[src/rtl/wb_gpio_seq.sv]
// Wishbone master that sequences a GPIO slave: one DIR write, then a loop of
// OUT write / IN read / sample report / programmable delay over a local pattern RAM.
module wb_gpio_seq #(
    parameter int unsigned GPIO_W    = 8,
    parameter int unsigned DEPTH     = 16,
    parameter int unsigned DLY_W     = 16,
    parameter logic [31:0] BASE_ADDR = 32'h0,
    parameter int unsigned TIMEOUT   = 16,
    localparam int unsigned AW       = $clog2(DEPTH)
) (
    input  logic              clk,
    input  logic              rst,
    input  logic              start,
    input  logic              abort,
    input  logic [GPIO_W-1:0] cfg_dir,
    input  logic [AW:0]       cfg_nsteps,
    input  logic [DLY_W-1:0]  cfg_delay,
    input  logic              cfg_loop,
    input  logic              pat_we,
    input  logic [AW-1:0]     pat_waddr,
    input  logic [GPIO_W-1:0] pat_wdata,
    output logic              busy,
    output logic              done,
    output logic              err,
    output logic              smp_valid,
    output logic [AW-1:0]     smp_idx,
    output logic [GPIO_W-1:0] smp_data,
    output logic [31:0]       wbm_adr_o,
    output logic [31:0]       wbm_dat_o,
    output logic              wbm_we_o,
    output logic              wbm_cyc_o,
    output logic              wbm_stb_o,
    input  logic              wbm_ack_i,
    input  logic [31:0]       wbm_dat_i
);

    localparam int unsigned TW = $clog2(TIMEOUT + 1);
    localparam logic [AW:0] NMax = (AW + 1)'(DEPTH);
    localparam logic [TW-1:0] TMax = TW'(TIMEOUT - 1);

    typedef enum logic [2:0] {StIdle, StDirWr, StOutWr, StInRd, StWait, StNext, StFin} state_e;

    state_e            state_q, state_d;
    logic [AW-1:0]     step_q, step_d;
    logic [DLY_W-1:0]  dly_q, dly_d;
    logic [TW-1:0]     to_q, to_d;
    logic              abort_q, abort_d;
    logic [GPIO_W-1:0] dir_q, dir_d;
    logic [AW:0]       nsteps_q, nsteps_d;
    logic [DLY_W-1:0]  delay_q, delay_d;
    logic              loop_q, loop_d;
    logic              cyc_q, cyc_d, we_q, we_d;
    logic [31:0]       adr_q, adr_d, dat_q, dat_d;
    logic              busy_q, busy_d, done_q, done_d, err_q, err_d;
    logic              smp_valid_q, smp_valid_d;
    logic [AW-1:0]     smp_idx_q, smp_idx_d;
    logic [GPIO_W-1:0] smp_data_q, smp_data_d;
    logic [GPIO_W-1:0] pat_mem [DEPTH];
    logic              is_last;
    logic              unused_dat;

    assign unused_dat = ^wbm_dat_i[31:GPIO_W];
    assign is_last    = ({1'b0, step_q} == nsteps_q - 1'b1);

    always_ff @(posedge clk) begin
        if (pat_we && !busy_q) pat_mem[pat_waddr] <= pat_wdata;
    end

    always_comb begin
        state_d     = state_q;
        step_d      = step_q;
        dly_d       = dly_q;
        to_d        = to_q;
        abort_d     = 1'b0;
        dir_d       = dir_q;
        nsteps_d    = nsteps_q;
        delay_d     = delay_q;
        loop_d      = loop_q;
        cyc_d       = cyc_q;
        we_d        = we_q;
        adr_d       = adr_q;
        dat_d       = dat_q;
        busy_d      = busy_q;
        done_d      = 1'b0;
        err_d       = err_q;
        smp_valid_d = 1'b0;
        smp_idx_d   = smp_idx_q;
        smp_data_d  = smp_data_q;
        case (state_q)
            StIdle: begin
                if (start) begin
                    dir_d    = cfg_dir;
                    nsteps_d = (cfg_nsteps > NMax) ? NMax : cfg_nsteps;
                    delay_d  = cfg_delay;
                    loop_d   = cfg_loop;
                    err_d    = 1'b0;
                    busy_d   = 1'b1;
                    step_d   = '0;
                    state_d  = StDirWr;
                end
            end
            StDirWr, StOutWr, StInRd: begin
                // Abort is remembered so the transaction in flight can finish first.
                abort_d = abort_q | abort;
                if (!cyc_q) begin
                    cyc_d = 1'b1;
                    to_d  = '0;
                    if (state_q == StDirWr) begin
                        adr_d = BASE_ADDR + 32'h8;
                        dat_d = 32'(dir_q);
                        we_d  = 1'b1;
                    end else if (state_q == StOutWr) begin
                        adr_d = BASE_ADDR + 32'h4;
                        dat_d = 32'(pat_mem[step_q]);
                        we_d  = 1'b1;
                    end else begin
                        adr_d = BASE_ADDR;
                        dat_d = '0;
                        we_d  = 1'b0;
                    end
                end else if (wbm_ack_i) begin
                    cyc_d   = 1'b0;
                    abort_d = 1'b0;
                    if (state_q == StDirWr) begin
                        state_d = (nsteps_q == '0) ? StFin : StOutWr;
                    end else if (state_q == StOutWr) begin
                        state_d = StInRd;
                    end else begin
                        smp_valid_d = 1'b1;
                        smp_idx_d   = step_q;
                        smp_data_d  = wbm_dat_i[GPIO_W-1:0];
                        dly_d       = delay_q;
                        state_d     = (delay_q == '0) ? StNext : StWait;
                    end
                    if (abort_q || abort) begin
                        state_d = StIdle;
                        busy_d  = 1'b0;
                    end
                end else if (to_q == TMax) begin
                    cyc_d   = 1'b0;
                    abort_d = 1'b0;
                    err_d   = 1'b1;
                    busy_d  = 1'b0;
                    state_d = StIdle;
                end else begin
                    to_d = to_q + 1'b1;
                end
            end
            StWait: begin
                if (abort) begin
                    state_d = StIdle;
                    busy_d  = 1'b0;
                end else if (dly_q <= DLY_W'(1)) begin
                    state_d = StNext;
                end else begin
                    dly_d = dly_q - 1'b1;
                end
            end
            StNext: begin
                if (abort) begin
                    state_d = StIdle;
                    busy_d  = 1'b0;
                end else if (is_last && !loop_q) begin
                    state_d = StFin;
                end else begin
                    step_d  = is_last ? '0 : step_q + 1'b1;
                    state_d = StOutWr;
                end
            end
            StFin: begin
                done_d  = 1'b1;
                busy_d  = 1'b0;
                state_d = StIdle;
            end
            default: state_d = StIdle;
        endcase
    end

    always_ff @(posedge clk) begin
        if (rst) begin
            state_q     <= StIdle;
            step_q      <= '0;
            dly_q       <= '0;
            to_q        <= '0;
            abort_q     <= 1'b0;
            dir_q       <= '0;
            nsteps_q    <= '0;
            delay_q     <= '0;
            loop_q      <= 1'b0;
            cyc_q       <= 1'b0;
            we_q        <= 1'b0;
            adr_q       <= '0;
            dat_q       <= '0;
            busy_q      <= 1'b0;
            done_q      <= 1'b0;
            err_q       <= 1'b0;
            smp_valid_q <= 1'b0;
            smp_idx_q   <= '0;
            smp_data_q  <= '0;
        end else begin
            state_q     <= state_d;
            step_q      <= step_d;
            dly_q       <= dly_d;
            to_q        <= to_d;
            abort_q     <= abort_d;
            dir_q       <= dir_d;
            nsteps_q    <= nsteps_d;
            delay_q     <= delay_d;
            loop_q      <= loop_d;
            cyc_q       <= cyc_d;
            we_q        <= we_d;
            adr_q       <= adr_d;
            dat_q       <= dat_d;
            busy_q      <= busy_d;
            done_q      <= done_d;
            err_q       <= err_d;
            smp_valid_q <= smp_valid_d;
            smp_idx_q   <= smp_idx_d;
            smp_data_q  <= smp_data_d;
        end
    end

    assign busy      = busy_q;
    assign done      = done_q;
    assign err       = err_q;
    assign smp_valid = smp_valid_q;
    assign smp_idx   = smp_idx_q;
    assign smp_data  = smp_data_q;
    assign wbm_adr_o = adr_q;
    assign wbm_dat_o = dat_q;
    assign wbm_we_o  = we_q;
    assign wbm_cyc_o = cyc_q;
    assign wbm_stb_o = cyc_q;

endmodule

[config.mk]
export PLATFORM = sky130hd
export DESIGN_NAME = wb_gpio_seq
export DESIGN_NICKNAME = d
export VERILOG_FILES = /design/src/rtl/wb_gpio_seq.sv
export SDC_FILE = /design/constraint.sdc
export NUM_CORES = 1
export LEC_CHECK = 0
export BUFFER_PORTS_ARGS = -buffer_cell sky130_fd_sc_hd__buf_2
export CAP_MARGIN = 25
export CORE_MARGIN = 1
export CORE_UTILIZATION = 60
export DETAILED_ROUTE_END_ITERATION = 7
export GPL_TIMING_DRIVEN = 0
export PLACE_DENSITY = 0.86
export SYNTH_ARGS = -nofsm -noshare
export SYNTH_HDL_FRONTEND = slang
export SYNTH_SLANG_ARGS = --single-unit
[constraint.sdc]
create_clock -name clk -period 4.15 [get_ports clk]
set_input_delay 0.83 -clock clk [delete_from_list [all_inputs] [get_ports clk]]
set_output_delay 0.83 -clock clk [all_outputs]
set_load 0.05 [all_outputs]
# --- Word level (Yosys, flattened, before mapping) ---
# Memories as Yosys holds them, arrays and structs flattened. A register that Yosys moved wholly into a read port is not among the register bits.
# Index checks and enable logic that the tools add are counted.
word_totals:
  ff_bits: 141
  mem_bits_rw: 128
  in_bits: 80
  output_inout_bits: 83
  word_cells: 142
  n_memories: 1
classes:
  add_sub_neg: 4
  order_cmp: 2
  n_eq_ne: 25
  n_mux: 60
  bitwise_logic: 6
  reduce_logical: 25
memory_table:
  columns: ["memory", "depth", "width", "read_ports", "rd_clocked_by_memory_dff", "write_ports", "line", "source"]
  rows:
  - ["pat_mem", 16, 8, 1, 1, 1, "58", "logic [GPIO_W-1:0] pat_mem [DEPTH];"]
op_table:
  columns: ["cell", "n"]
  rows:
  - ["2-to-1 mux 16 bit", 6]
  - ["2-to-1 mux 3 bit", 13]
  - ["case mux 16 bit (2 select lines)", 1]
  - ["2-to-1 mux 4 bit", 7]
  - ["!= test 2 bit, second input constant", 13]
  - ["2-to-1 mux 1 bit", 23]
  - ["2-to-1 mux 5 bit", 4]
  - ["<= comparator 16 x 1 -> 1 bit, second input constant", 1]
  - ["logical NOT 16 bit", 1]
  - ["2-to-1 mux 8 bit", 2]
  - ["subtractor 16 x 1 -> 16 bit, second input constant", 1]
  - ["case mux 3 bit (4 select lines)", 1]
  - ["AND reduction 5 bit", 2]
  - ["== test 3 bit, second input constant", 3]
  - ["!= test 3 bit, second input constant", 3]
  - ["case mux 4 bit (2 select lines)", 1]
  - ["AND reduction 4 bit", 2]
  - ["AND reduction 7 bit", 1]
  - ["== test 3 x 2 -> 1 bit, second input constant", 2]
  - ["AND reduction 6 bit", 1]
  - ["nonzero test 2 bit", 3]
  - ["adder 5 x 1 -> 5 bit, second input constant", 1]
  - ["== test 4 x 5 -> 1 bit", 1]
  - ["== test 5 x 4 -> 1 bit, second input constant", 1]
  - ["20 further kinds", 28]

# --- Depth between registers and ports, before layout ---
logic_depth:
  ltp_word: 8
  mapped_depth: 11
  mapped_depth_nobuf: 8

# --- Worst setup path before layout ---
# Ideal clock, no wire load.
synth_timing:
  path_type: "input port to flip-flop"
  from: "input port pat_we"
  to: "memory pat_mem[0][0] (enable)"
  setup_time_ns: 0.383
  t_arrival_ns: 1.865
  required_ns: 3.767
  slack_ns: 1.901
  path_stages: 3
  n_path_buf: 0
  cell_sequence: "nand2b_1 > or3_1 > nor3_1"
synth_via:
  elab_chain_cells: 3
synth_lines:
  columns: ["element", "line", "source"]
  rows:
  - ["from (decl)", "19", "input logic pat_we,"]
  - ["logical AND 1 bit", "66", "if (pat_we && !busy_q) pat_mem[pat_waddr] <= pat_wdata;"]
  - ["2-to-1 mux 1 bit", "66", null]
  - ["2-to-1 mux 1 bit (implied by the code)", "66", null]
  - ["to (decl)", "58", null]
# Every way passes these cells.

# --- Final worst setup path ---
layout_timing:
  from: "register nsteps_q[0]"
  to: "register step_q[2]"
layout_via:
  elab_chain_cells: 6
  word_cells_on_any_way: 9
  classes_between: "add/sub (1); eq/ne (2); mux (4); reduce/logical (2)"
layout_lines:
  columns: ["element", "line", "source"]
  rows:
  - ["from (decl)", "49", "logic [AW:0] nsteps_q, nsteps_d;"]
  - ["from (signal assigned)", "207", "nsteps_q <= nsteps_d;"]
  - ["subtractor 5 x 1 -> 5 bit (*)", "63", "assign is_last = ({1'b0, step_q} == nsteps_q - 1'b1);"]
  - ["== test 4 x 5 -> 1 bit (*)", "63", null]
  - ["2-to-1 mux 4 bit", "166", "step_d = is_last ? '0 : step_q + 1'b1;"]
  - ["2-to-1 mux 4 bit", "163", "end else if (is_last && !loop_q) begin"]
  - ["2-to-1 mux 4 bit", "160", "if (abort) begin"]
  - ["case mux 4 bit (2 select lines)", "89", "case (state_q)"]
  - ["to (signal assigned)", "202", "step_q <= step_d;"]
  - ["to (decl)", "44", "logic [AW-1:0] step_q, step_d;"]
# Every way passes the cells marked *; elsewhere a longest branch is shown, timed or not. The select of a mux whose other input is x is not followed.
# A chain may end at the register's enable or synchronous reset.

==> run metrics <==
run status completed; via count 6855; critical path buffer and inverter count 1; synth top area cells edfxtp_1 39%, dfxtp_1 19%, mux4_1 6.2%; CP delay by family, top compound AO/OA/AOI/OAI gates; PortBufs 84; Final min period 2510 ps; clk_lat worst skew 500 ps; Primary FF master, synth edfxtp_1; relative slew slack 0.260; reg2reg path depth 8; routing usage on met3 0.0417; count leader, synth edfxtp_1; vias per cell 5.69; gr ovfl total 0; Synth cell types 65; Cells after Synth 807; crit share post-route 0.605; synth cell count leaders 128 x edfxtp_1, 124 x nand2_1, 91 x dfxtp_1; CP peak stage delay 800 ps; Critical Path Start Type register; M1 GR Usage 0.364; WP data required 4460 ps; WP data arrival 2820 ps; CORE AREA 15900 um2; Clock transition at path regs 60 ps; hold crit path type reg2reg; Synth Warn # 0; Die Area 16700 um2; top-area cell type share of the netlist area 0.395; Power Density 470 nW/um2; Pre-Repair DR Iteration Count 5; R2R Setup Slk 1640 ps; Setup Viol. Count Final 0; Worst Path Max Fanout 4; GRT Resource Usage Total 0.279; # hold bufs at CTS 0; row cnt 46; upper clock frequency limit 398 MHz; WHS 450 ps; Yosys top cell by area edfxtp_1; Clock Tree Root clkbuf_16; post-detail-place hpwl 15.9 mm; final RePlAce weighted congestion 0.956; Final nets 1062; worst vdd rail ir drop 0.364 mV; Mean Syn Cell Area 12.1 um2; Worst Tran Pin Value 1110 ps; WL final 23.4 mm; largest net degree at the start of global routing 17; RSZ-0062 raised after global routing false; Max-Cap Viols 0; Die Y 129 um; critical path's slowest cell o311ai_0; initial drt markers 821; critical path cell sequence inv_1 > ha_1 > or3b_2 > a22oi_1 > nand4_1 > nor2_1 > o311ai_0 > o21ai_0; CTS buffer count 23; hold path cells 2; Critical Path End Type register; GRT Max-Usage Layer met2; Fill cells 1129; Setup TNS Final 0 ps; Detail Route Antenna Nets 0; Register Area 5670 um2; I/O pin count 163; Post-synth EDFFs 128; CP Class reg2reg; final hold vios 0; area of the multi-input gates 3520 um2; Synth Register Bits 219; hold path startpoint dir_q[1]$_SDFFE_PP0P_; CTS tree done; # DRC 0; sequential-to-total area share from yosys stat 0.582; vias in the first global route 6184; WL per Instance 19.4 um; H-tree levels 1; first-pass GRT wire length 34.4 mm; P&R area growth vs syn 17.1%; GR Util met2 0.473; CTS sink cnt 219; worst reg2reg path endpoint step_q[2]$_SDFFE_PP0P_; P_leak 4.29 nW; initial core utilization 0.613; Resized cells post-CTS 0; FF-to-FF Start nsteps_q[0]$_SDFFE_PP0P_; setup repair bufs after CTS 0; Final Slew Violations 0; async set or reset register ratio after synthesis 0; cell area after synthesis 9740 um2; hold endpoint dir_q[1]$_SDFFE_PP0P_; layout cells sized above 1 0.223; antenna violations before repair 0; Horiz. Die Dim 129 um; Max clock buf depth 3; antenna cells 0; clk_skew 5.86 ps
==> stage by stage <==
step / std cells / worst slack, ps / cell area [um2] / util / total power [mW]
after detailed placement: 1163 / 1600 / 10700 / 0.671 / 3.35
after floorplan: 860 / 1900 / 9940 / - / 3.12
after global placement: 1160 / 1220 / 10600 / 0.669 / 3.33
final: 1204 / 1640 / 11400 / 0.718 / 5.36
after global routing: 1204 / 1530 / 11400 / 0.718 / 5.53
after CTS: 1204 / 1660 / 11400 / 0.718 / 5.36
==> cell usage in the layout, fill, tap and decap left out, types with 17 or more instances in the layout <==
master and instances:
clkbuf_16 23, a21oi_1 69, nand2_1 124, clkbuf_1 36
o21ai_0 17, dfxtp_1 91, conb_1 54, mux4_2 17
edfxtp_1 128, buf_2 88, nor2_1 52, buf_4 58
mux4_1 23, inv_1 17, nor3_1 17
==> logic make-up (layout without fill, tap and decap cells) <==
kind of cell | after synthesis | count (layout) | synth area share
flops | 219 | 219 | 0.582
simple gates | 266 | 266 | 0.128
buf+inv | 121 | 249 | 0.0782
fa+ha+maj | 10 | 10 | 0.0128
compound gates | 139 | 139 | 0.0877
mux | 42 | 42 | 0.103
xor+xnor | 9 | 9 | 0.00809
other cells | 1 | 54 | 0.000385
==> tightest hold or removal path, cell delays in order (launching register included) <==
cell and delay [ps]:
dfxtp_1 300, nand2_1 50, a21oi_1 50
==> flip-flops by register name, indices dropped and copies added, names as in the netlist, 2 cells and up, named ones only <==
name       cells
dly_q         16
smp_data       8
dir_q          8
nsteps_q       5
wbm_dat_o      8
delay_q       16
pat_mem      128
wbm_adr_o      2
state_q        3
to_q           5
smp_idx        4
step_q         4
==> metal layers <==
metal / part of all wire / up-vias
met5: 0 / -
met4: 0.038 / 0
met3: 0.064 / 64
met2: 0.49 / 320
met1: 0.40 / 3277
li1: - / 3194
==> area by class of cell <==
cell class / instances / area share
buffer: 99 / 0.0596
sequential: 219 / 0.497
timing repair buffer: 87 / 0.0386
clock buffer: 32 / 0.0569
tap: 216 / 0.0237
multi-input combinational: 520 / 0.308
clock inverter: 9 / 0.00900
inverter: 22 / 0.00724
==> report_power, final <==
part / switching (mW) / leakage [nW] / internal (mW) / total, mW
clock network: 0.818 / 0.372 / 1.22 / 2.04
logic: 0.601 / 2.02 / 0.248 / 0.849
registers: 0.0742 / 1.89 / 2.40 / 2.47
total: 1.49 / 4.29 / 3.86 / 5.36
==> worst max-delay path by stage <==
stage	start	end	slack, ps	cells after the start
after floorplan	pat_we	pat_mem[0][0]$_DFFE_PP_	1900	3
after global placement	pat_waddr[2]	pat_mem[0][1]$_DFFE_PP_	1220	3
after detailed placement	abort	register	1600	4
after CTS	nsteps_q[0]$_SDFFE_PP0P_	step_q[2]$_SDFFE_PP0P_	1660	8
after global routing	state_q[0]$_SDFFE_PP0P_	smp_data[5]$_SDFFE_PP0P_	1530	9
final	nsteps_q[0]$_SDFFE_PP0P_	step_q[2]$_SDFFE_PP0P_	1640	8
No activity file was read; power rests on OpenSTA's default activity.
